<file path="config.mk">
export PLATFORM = sky130hd
export DESIGN_NAME = unidade_busca
export DESIGN_NICKNAME = d
export VERILOG_FILES = /design/src/rtl/unidade_busca.sv
export SDC_FILE = /design/constraint.sdc
export NUM_CORES = 1
export LEC_CHECK = 0
export CAP_MARGIN = 20
export CELL_PAD_IN_SITES_DETAIL_PLACEMENT = 0
export CELL_PAD_IN_SITES_GLOBAL_PLACEMENT = 1
export CORE_ASPECT_RATIO = 0.5
export CORE_UTILIZATION = 33
export DETAILED_ROUTE_END_ITERATION = 12
export MAX_ROUTING_LAYER = met4
export PLACE_DENSITY = 0.74
export REMOVE_ABC_BUFFERS = 1
export SLEW_MARGIN = 20
export SYNTH_ARGS = -nofsm -noshare
export SYNTH_HDL_FRONTEND = slang
export SYNTH_SLANG_ARGS = --single-unit
</file>
<file path="constraint.sdc">
create_clock -name clk -period 1.9 [get_ports clk]
set_input_delay 0.38 -clock clk [delete_from_list [all_inputs] [get_ports clk]]
set_output_delay 0.38 -clock clk [all_outputs]
set_load 0.005 [all_outputs]
</file>
<file path="src/rtl/unidade_busca.sv">
`default_nettype none
// ============================================================================
// unidade_busca : instruction-fetch stage (PC, IF/ID register, stall,
//                 redirect/squash, halt). Optional return stack: PILHA_RETORNO_EN
// Revision 1.0
// ============================================================================
module unidade_busca #(
  parameter int                       LARGURA_END   = 8,
  parameter int                       LARGURA_INSTR = 8,
  parameter logic [LARGURA_END-1:0]   PC_INICIAL    = 8'h00,
  parameter logic [LARGURA_INSTR-1:0] OPCODE_HALT   = 8'hFF,
  parameter int                       PROF_PILHA    = 4
) (
  input  logic                     clk,
  input  logic                     reset,
  output logic [LARGURA_END-1:0]   endereco,
  input  logic [LARGURA_INSTR-1:0] instrucao_entrada,
  input  logic                     stall,
  input  logic                     redir_valido,
  input  logic [LARGURA_END-1:0]   redir_alvo,
  input  logic                     chamada_valida,
  input  logic                     retorno_valido,
  output logic [LARGURA_INSTR-1:0] instrucao_saida,
  output logic [LARGURA_END-1:0]   pc_instrucao,
  output logic                     instrucao_valida,
  output logic                     parado,
  output logic                     erro_pilha
);

  typedef enum logic [0:0] {
    BUSCA  = 1'b0,
    PARADO = 1'b1
  } estado_t;

  estado_t                  r_estado;
  logic [LARGURA_END-1:0]   r_pc;
  logic [LARGURA_INSTR-1:0] r_instr;
  logic [LARGURA_END-1:0]   r_pc_instr;
  logic                     r_valida;
  logic                     r_parado;

  logic                     w_redir;
  logic [LARGURA_END-1:0]   w_alvo;

`ifdef PILHA_RETORNO_EN
  localparam int c_LARGURA_IDX = (PROF_PILHA > 1) ? $clog2(PROF_PILHA) : 1;
  localparam int c_LARGURA_QTD = $clog2(PROF_PILHA + 1);

  logic [LARGURA_END-1:0]   r_pilha [PROF_PILHA];
  logic [c_LARGURA_IDX-1:0] r_topo;
  logic [c_LARGURA_QTD-1:0] r_qtd;
  logic                     r_erro;

  logic                     w_push;
  logic                     w_pop;
  logic [c_LARGURA_IDX-1:0] w_topo_prox;
  logic [c_LARGURA_IDX-1:0] w_topo_ant;

  // r_topo is the next write slot; the stack wraps so a push when full drops the oldest
  always_comb begin
    w_topo_prox = (r_topo == c_LARGURA_IDX'(PROF_PILHA - 1)) ? '0 : r_topo + 1'b1;
    w_topo_ant  = (r_topo == '0) ? c_LARGURA_IDX'(PROF_PILHA - 1) : r_topo - 1'b1;
    w_push      = !redir_valido && chamada_valida;
    w_pop       = !redir_valido && !chamada_valida && retorno_valido;
    w_redir     = redir_valido || chamada_valida || retorno_valido;
    w_alvo      = redir_alvo;
    if (w_pop) begin
      w_alvo = (r_qtd == '0) ? PC_INICIAL : r_pilha[w_topo_ant];
    end
  end

  assign erro_pilha = r_erro;
`else
  always_comb begin
    w_redir = redir_valido || chamada_valida;
    w_alvo  = redir_alvo;
  end

  logic w_unused;
  assign w_unused   = retorno_valido & (PROF_PILHA > 0);
  assign erro_pilha = 1'b0;
`endif

  always_ff @(posedge clk or negedge reset) begin
    if (!reset) begin
      r_estado   <= BUSCA;
      r_pc       <= PC_INICIAL;
      r_instr    <= '0;
      r_pc_instr <= '0;
      r_valida   <= 1'b0;
      r_parado   <= 1'b0;
`ifdef PILHA_RETORNO_EN
      r_pilha    <= '{default: '0};
      r_topo     <= '0;
      r_qtd      <= '0;
      r_erro     <= 1'b0;
`endif
    end else begin
      case (r_estado)
        BUSCA: begin
          if (w_redir) begin
            // squash the wrong-path byte arriving this edge; redirect beats stall
            r_pc     <= w_alvo;
            r_valida <= 1'b0;
`ifdef PILHA_RETORNO_EN
            if (w_push) begin
              r_pilha[r_topo] <= r_pc_instr + 1'b1;
              r_topo          <= w_topo_prox;
              if (r_qtd == c_LARGURA_QTD'(PROF_PILHA)) begin
                r_erro <= 1'b1;
              end else begin
                r_qtd <= r_qtd + 1'b1;
              end
            end else if (w_pop) begin
              if (r_qtd == '0) begin
                r_erro <= 1'b1;
              end else begin
                r_topo <= w_topo_ant;
                r_qtd  <= r_qtd - 1'b1;
              end
            end
`endif
          end else if (!stall) begin
            r_instr    <= instrucao_entrada;
            r_pc_instr <= r_pc;
            r_valida   <= 1'b1;
            if (instrucao_entrada == OPCODE_HALT) begin
              r_estado <= PARADO;
              r_parado <= 1'b1;
            end else begin
              r_pc <= r_pc + 1'b1;
            end
          end
        end
        PARADO: begin
          r_valida <= 1'b0;
        end
        default: begin
          r_estado <= BUSCA;
        end
      endcase
    end
  end

  assign endereco         = r_pc;
  assign instrucao_saida  = r_instr;
  assign pc_instrucao     = r_pc_instr;
  assign instrucao_valida = r_valida;
  assign parado           = r_parado;

endmodule
`default_nettype wire

</file>
* Word-level counts from Yosys, hierarchy flattened
Index checks and enable logic that the tools add are counted.
Operators by class: $add $sub $neg 1, equal/unequal tests 4, multiplexer cells 10, bitwise logic cells 3, reductions and logical operators 4
Operators with widths (number):
- $mux W8 | 3
- $add A8 B1 Y8 const B | 1
- $eq A8 B8 Y1 const B | 1
- $mux W1 | 6
- $reduce_and A3 Y1 | 2
- $reduce_and A4 Y1 | 1
- $ne A3 B3 Y1 const B | 1
- $not A1 Y1 | 3
- $ne A2 B1 Y1 const B | 1
- $ne A2 B2 Y1 const B | 1
- $pmux W1 S2 | 1
- $logic_or A1 B1 Y1 | 1
Storage, ports and cells: flip-flop bits (word level) 27, bits of input ports 22, output and inout port bits 27, word-level logic and storage cells 28

* Logic depth before layout (Yosys ltp)
word-level depth 5, depth in mapped cells 6, depth with buffers taken out 5

* Worst setup path after synthesis
OpenSTA, ideal clock, no wires.
path type in2reg, from input chamada_valida, to register r_instr[0], in the netlist instrucao_saida[0], setup time 0.125 ns, arrival time 1.535 ns, data required time 1.775 ns, slack 0.240 ns, stages on the path 5, path buffers 2, path through or2_1 -> buf_2 -> nor3_4 -> buf_6 -> mux2_2
On the way: word-level cells in the longest chain between the ends 3
RTL lines:
- start: declaration | line 21 | input logic chamada_valida,
- $logic_or A1 B1 Y1 | line 75 | w_redir = redir_valido || chamada_valida;
- $not A1 Y1 (no line)
- $reduce_and A3 Y1 (no line)
- end signal: assignment | line 124 | r_instr <= instrucao_entrada;
- end: declaration | line 37 | logic [LARGURA_INSTR-1:0] r_instr;
No other way between the ends. A chain may end at the register's enable or synchronous reset.

* Worst setup path in the final report
from register r_pc[0], in the netlist endereco[0], to output endereco[0]
RTL lines:
- start: declaration | line 36 | logic [LARGURA_END-1:0] r_pc;
- start signal: assignment | line 103 | r_pc <= w_alvo;
- start signal: assignment | line 131 | r_pc <= r_pc + 1'b1;
- end: declaration | line 16 | output logic [LARGURA_END-1:0] endereco,
No word-level cell between the ends.

==> summary.txt <==
Outcome
  – Status: finished, final reports clean

Synth
  – Mean Syn Cell Area: 12.04 um2
  – Main synth FF type: dfrtp_1
  – Yosys cell types: 37
  – Cell taking the most area after synthesis: dfrtp_1
  – Synth warn: 0
  – Register area share after synthesis: 0.5243
  – Top cells by area, synth: dfrtp_1 52%, mux2_2 12%, a21oi_1 2.3%
  – Post-synth top area share: 0.5243
  – Synthesized instance count: 107
  – Synth Cell Area: around 1300 um2
  – Top-count cell post-synth: dfrtp_1
  – Post-synth EDFFs: 0
  – Synth Register Bits: 27
  – Ys async rst share: 1.000
  – Synth cell count leaders: 27 x dfrtp_1, 14 x mux2_2, 6 x a21oi_1

Floorplanning
  – Core area: roughly 3600 um2
  – DIE HEIGHT: between 40 and 50 um
  – I/O Pins: 49
  – DIE WIDTH: 90.38 um
  – Total Die Area: between 4000 and 5000 um2
  – Row cnt: 15
  – Initial core utilization: 0.3595

Clock network
  – CTS tree: done
  – Cts bufs inserted: 3
  – Postcts setup bufs: 0
  – CTS Hold Bufs: 0
  – CTS Buffer Depth: 2
  – CTS clock-pin slew for the worst setup and hold paths: ~0.090 ns
  – Clock Latency Late Sink: 0.27 ns
  – CTS root buffer: clkbuf_8
  – Clock sinks: 27
  – H-tree level count: 1
  – CTS resizes: 0

Timing
  – Setup violations, final: 0
  – Final Max Slew Viols: 0
  – Final critical-path required period: roughly 1.7 ns
  – Clk_skew: 0.004736 ns
  – Final worst-path cycle share: 0.8978
  – F_max: 586.2 MHz
  – Sum Neg Setup Slack: 0 ns
  – Final Hold Viols: 0
  – Hold WS: 0.4664 ns
  – RSZ-0062 raised after global routing: no

Place
  – Gpl congestion: 0.7895
  – IO Port Bufs: 46
  – Post-DP Area: 1863 um2
  – HPWL Detailed: ~2200 um

Critical path
  – Critical Path, Cell by Cell: clkdlybuf4s50_1
  – CP bufs+invs: 1
  – Worst Path Required: ~1.5 ns
  – CP Launch Point: endereco[0]
  – R2R Setup Slk: between 0.3 and 0.4 ns
  – Critical Path Sink: endereco[0]
  – Max Fanout on Critical Path: 8
  – Worst setup path class: reg2out
  – Critical path launch point type: flip-flop
  – Slowest-stage cell, CP: clkdlybuf4s50_1
  – CP top delay family: buffers and inverters
  – Crit path DAT: between 1 and 1.5 ns
  – Max incr delay on CP: approximately 0.56 ns
  – CP Depth: 1
  – Endpoint type of the worst setup path: primary output
  – Worst Reg-to-Reg Cells: 6
  – R2r startpoint: endereco[0]
  – Crit Reg-Reg Endpoint: endereco[4]

Layout
  – Layout cells sized above 1: 0.1779
  – Final core occ: 0.5323
  – Area Overhead vs Synth: 48.06%
  – Layout Nets: approximately 190
  – Area of all placed cells without fillers: between 1500 and 2000 um2
  – Diodes inserted: 0
  – Layout fillers: 353

Drt
  – DR DRC count: 0
  – Total routed wirelength: about 3100 um
  – Routed wire per std cell: 14.31 um
  – Post-DRT Antenna Nets: 0
  – 1st-iter DRT viols: 54
  – Vias/cell: 5.178
  – DRT Pass-1 Iters: 4
  – Via count: around 1100

GRT
  – Global route total overflow: 0
  – Vias in the first global route: approximately 980
  – Largest net degree at the start of global routing: 28
  – Initial antenna violation count: 0
  – All-Layer GR Usage: 0.1596
  – First-pass GRT wire length: about 4900 um

Power and ir drop
  – Worst VDD drop: ~0.20 mV
  – Power Dens Cells: 553.5 nW/um2
  – Leakage power: around 0.85 nW
  – Pwr Total: roughly 1.1 mW

Hold path
  – Worst hold path type: in2async

Job
  – Number of max-cap violations: 0
[power breakdown]
group          switching, mW  leakage (nW)  internal [mW]
clock                  0.180        0.0228          0.150
sequential            0.0111         0.352          0.584
combinational         0.0509         0.477         0.0793
total                  0.242         0.851          0.814
[how the worst min path moves through the flow]
stage	slack, ns	cells after the start	endpoint
floorplan	0.08	0	endereco[0]
CTS	0.48	2	endereco[5]
global placement	0.44	1	parado
detailed placement	0.46	1	parado
global route	0.50	1	parado
finish	0.47	2	pc_instrucao[5]
[registers in the layout (all words and copies together), names as in the netlist]
signal / count
instrucao_valida: 1
instrucao_saida: 8
endereco: 8
pc_instrucao: 8
r_estado: 1
parado: 1
[through the flow]
stage / worst slack, ns / instances
2_1_floorplan: 0.2237 / 102
3_3_place_gp: -0.04419 / 210
3_5_place_dp: -0.06228 / 210
4_1_cts: 0.1842 / 214
5_1_grt: 0.1305 / 214
6_report: 0.1941 / 214
[cells by family (layout without fill, tap and decap cells)]
| family | count (synthesis) | after routing | synth area share |
|---|---|---|---|
| muxes | 17 | 17 | 0.1476 |
| and+or+nand+nor | 24 | 24 | 0.1204 |
| AOI/OAI and AO/OA | 30 | 30 | 0.1641 |
| buffers and inverters | 7 | 63 | 0.03106 |
| other | 1 | 1 | 0.002910 |
| adders and majority gates | 1 | 1 | 0.009707 |
| DFF | 27 | 27 | 0.5243 |
[layout make-up]
cell class / instances / area, um2 / share of cell area
timing repair buffer: 57 / 543.0 / 0.2846
tap: 51 / 63.81 / 0.03344
inverter: 2 / 7.507 / 0.003934
multi-input combinational: 73 / 573.1 / 0.3003
clock buffer: 4 / 45.04 / 0.02361
sequential: 27 / 675.6 / 0.3541
[layout by cell type (no fill, tap or decap), types with 2 or more instances in the layout]
| cell type | count |
|---|---|
| nand2_1 | 4 |
| o211ai_1 | 4 |
| a21oi_1 | 6 |
| buf_4 | 11 |
| nand3_1 | 2 |
| nor2_1 | 2 |
| clkdlybuf4s50_1 | 46 |
| a2bb2oi_1 | 3 |
| mux2_2 | 14 |
| dfrtp_1 | 27 |
| and3_1 | 3 |
| o22a_1 | 2 |
| nand4_1 | 3 |
| o22ai_1 | 3 |
| mux2_1 | 2 |
| or3_1 | 3 |
| and4b_1 | 2 |
| o21ai_0 | 5 |
| clkbuf_8 | 3 |
[layer usage]
layer  GRT usage  share of wire
met5           -              0
met4     0.01935         0.0033
met3     0.04290          0.053
met2      0.2412           0.43
met1      0.2211           0.51
Power figures use the tool's default switching activity.
==> RTL change: new RTL, same flow settings <==
Build with the macro `PILHA_RETORNO_EN` defined.
--- a/src/rtl/unidade_busca.sv
+++ b/src/rtl/unidade_busca.sv
@@ -5,4 +5,6 @@
 // Revision 1.0
 // ============================================================================
+`define PILHA_RETORNO_EN
+
 module unidade_busca #(
   parameter int                       LARGURA_END   = 8,
Formal check against the unedited RTL: not equivalent (a bounded check fails within 4 cycles, from zero or initial values and one cycle with reset low).
==> RTL change against the unedited design <==
Setup slack worse by 0.29 ns. Clock power rose to 5.2 times the old value. Final area is 140% higher. Sequential cell count rose by 38. Total power grew to 6.5 times the old value. Via count is 130% higher. Core utilization is 5.3 points lower. Wire length increased to 2.8 times the old value. Largest cell class unchanged. Area after synthesis increased to 2.6 times the old value. Worst hold slack got worse by 0.41 ns. Synthesized cell count rose to 2.8 times the old value. The flow now finishes with violations (negative setup slack).
==> RTL change: results (changes against the unedited design) <==
metric	value	unit	change
status	finished with violations		was finished, final reports clean
violations	negative setup slack		
synth_top_cells_by_count	dfrtp_1 (65), a21oi_1 (39), nor2_1 (38), mux2_2 (12), inv_1 (10)		was dfrtp_1 (27), mux2_2 (14), a21oi_1 (6), o21ai_0 (5)
clk-insertion-delay-late	0.34	ns	was 0.27 ns
gp_congestion	0.8289		was 0.7895
clkTransAtPathRegs	0.06	ns	was 0.09 ns
place_area	4168	µm²	was 1863 µm²
synth-xor-area-share	1.860	%	was 0%
fillCellCount	861		was 353
port_buffers	48		was 46
switchingPower	2.232	mW	was 0.2424 mW
seq_area_frac_synth	49.34	%	was 52.43%
crit_fanout	5		was 8
cp_slowest_stage_delay	0.53	ns	was 0.56 ns
root_buffer	clkbuf_16		was clkbuf_8
clock-skew-final	0.006516	ns	was 0.004736 ns
routed-via-count	2597		was 1108
synth.distinct_cells	51		was 37
drt-initial-drc-count	181		was 54
synth_compound_area_share	14.19	%	was 16.41%
cp_top_family	multiplexers		was buffers and inverters
ir_drop	0.5844	mV	was 0.1981 mV
dpl_worst_slack	-0.3045	ns	was -0.06228 ns
drive_gt1_share	27.72	%	was 17.79%
setup_viol	5		was 0
fin_nets	410		was 187
drt-total-wl	8.631	mm	was 3.062 mm
dp_hpwl	6.140	mm	was 2.238 mm
fin_ws	-0.09334	ns	was 0.1941 ns
wl_met3	346	µm	was 162 µm
groute.usage.overall	18.77	%	was 15.96%
via_per_inst	4.985		was 5.178
place_inst	501		was 210
crit_slowest_cell	mux4_2		was clkdlybuf4s50_1
grt_pass1_wl	14.00	mm	was 4.919 mm
synth_fa_ha_area_share	2.884	%	was 0.9709%
synth_area_per_cell	11.14	µm²	was 12.04 µm²
arrival	2.22	ns	was 1.33 ns
[RTL change: cell count changes in the layout (fill, tap and decap cells not counted), moves of 8 or more]
| cell | before | now |
|---|---|---|
| a21oi_1 | 6 | 37 |
| mux4_2 | 0 | 8 |
| dfrtp_1 | 27 | 65 |
| buf_4 | 11 | 40 |
| mux2_4 | 0 | 9 |
| clkbuf_16 | 0 | 9 |
| nor2_1 | 2 | 38 |
[RTL change: kinds of logic (layout without fill, tap and decap cells)]
logic type | Yosys count | after routing
AOI/OAI and AO/OA | 76 | 76
and+or+nand+nor | 82 | 82
adders and majority gates | 7 | 7
DFF | 65 | 65
xor gates and xnor gates | 7 | 7
buffers and inverters | 29 | 119
muxes | 30 | 30
[RTL change: path summary, 6_finish.rpt]
| kind | slack, ns | startpoint | depth (start not counted) | to |
|---|---|---|---|---|
| max | -0.09 | r_topo[1] | 7 | endereco[6] |
| min | 0.05 | reset | 2 | instrucao_saida[6] |
| max reg2reg | -0.09 | r_topo[1] | 7 | endereco[6] |
| min reg2reg | 0.47 | parado | 1 | parado |
| max in group asynchronous | 1.56 | reset | 2 | r_pilha[25] |
| min in group clk | 0.47 | parado | 1 | parado |
[RTL change: routing by layer]
metal,global-route usage (%),vias up
met3,4.790,12
met5,-,-
met4,6.974,0
met1,23.33,1292
met2,29.81,49
li1,-,1244
[RTL change: per-stage QoR]
step | total power [mW] | hold WS, ns | TNS, ns | utilization, %
5_1_grt | 7.281 | 0.08015 | -0.7753 | 47.95
2_1_floorplan | 3.626 | 0.08441 | -4.340 | -
6_report | 6.891 | 0.05401 | -0.2327 | 47.95
3_5_place_dp | 4.894 | 0.4246 | -9.184 | 43.54
3_3_place_gp | 4.760 | 0.4154 | -7.074 | 43.54
4_1_cts | 6.773 | 0.06591 | -0.08541 | 47.32
[RTL change: cell type report]
type                            count  area share, %
Clock buffer                       12          5.807
Clock inverter                      4          1.091
Inverter                           10         0.8179
Multi-Input combinational cell    202          34.16
Sequential cell                    65          35.44
Tap cell                          135          3.680
Timing Repair Buffer               93          19.00
[RTL change: what timing repair did]
action / CTS / global route
buffers inserted: 0 / 5
resized for setup: 11 / 6
setup endpoints to repair: 7 / 9
pin swaps: 5 / 6
gates cloned: 0 / 0
hold buffers: 0 / 0
[RTL change: power groups by stage]
stage | clock network (mW) | logic [mW] | registers [mW]
after floorplan | 0 | 1.37 | 2.25
after global placement | 0 | 2.47 | 2.29
after detailed placement | 0 | 2.56 | 2.33
after CTS | 1.76 | 2.69 | 2.32
after global routing | 1.83 | 3.06 | 2.40
final | 1.73 | 2.83 | 2.33
[RTL change: worst reg2reg max path, stage by stage (launching register included)]
cell and delay, ns:
dfrtp_1 0.38, inv_2 0.07, ha_4 0.17, nor2b_4 0.10, buf_6 0.13, mux4_2 0.53, a221o_1 0.35, o22a_1 0.16
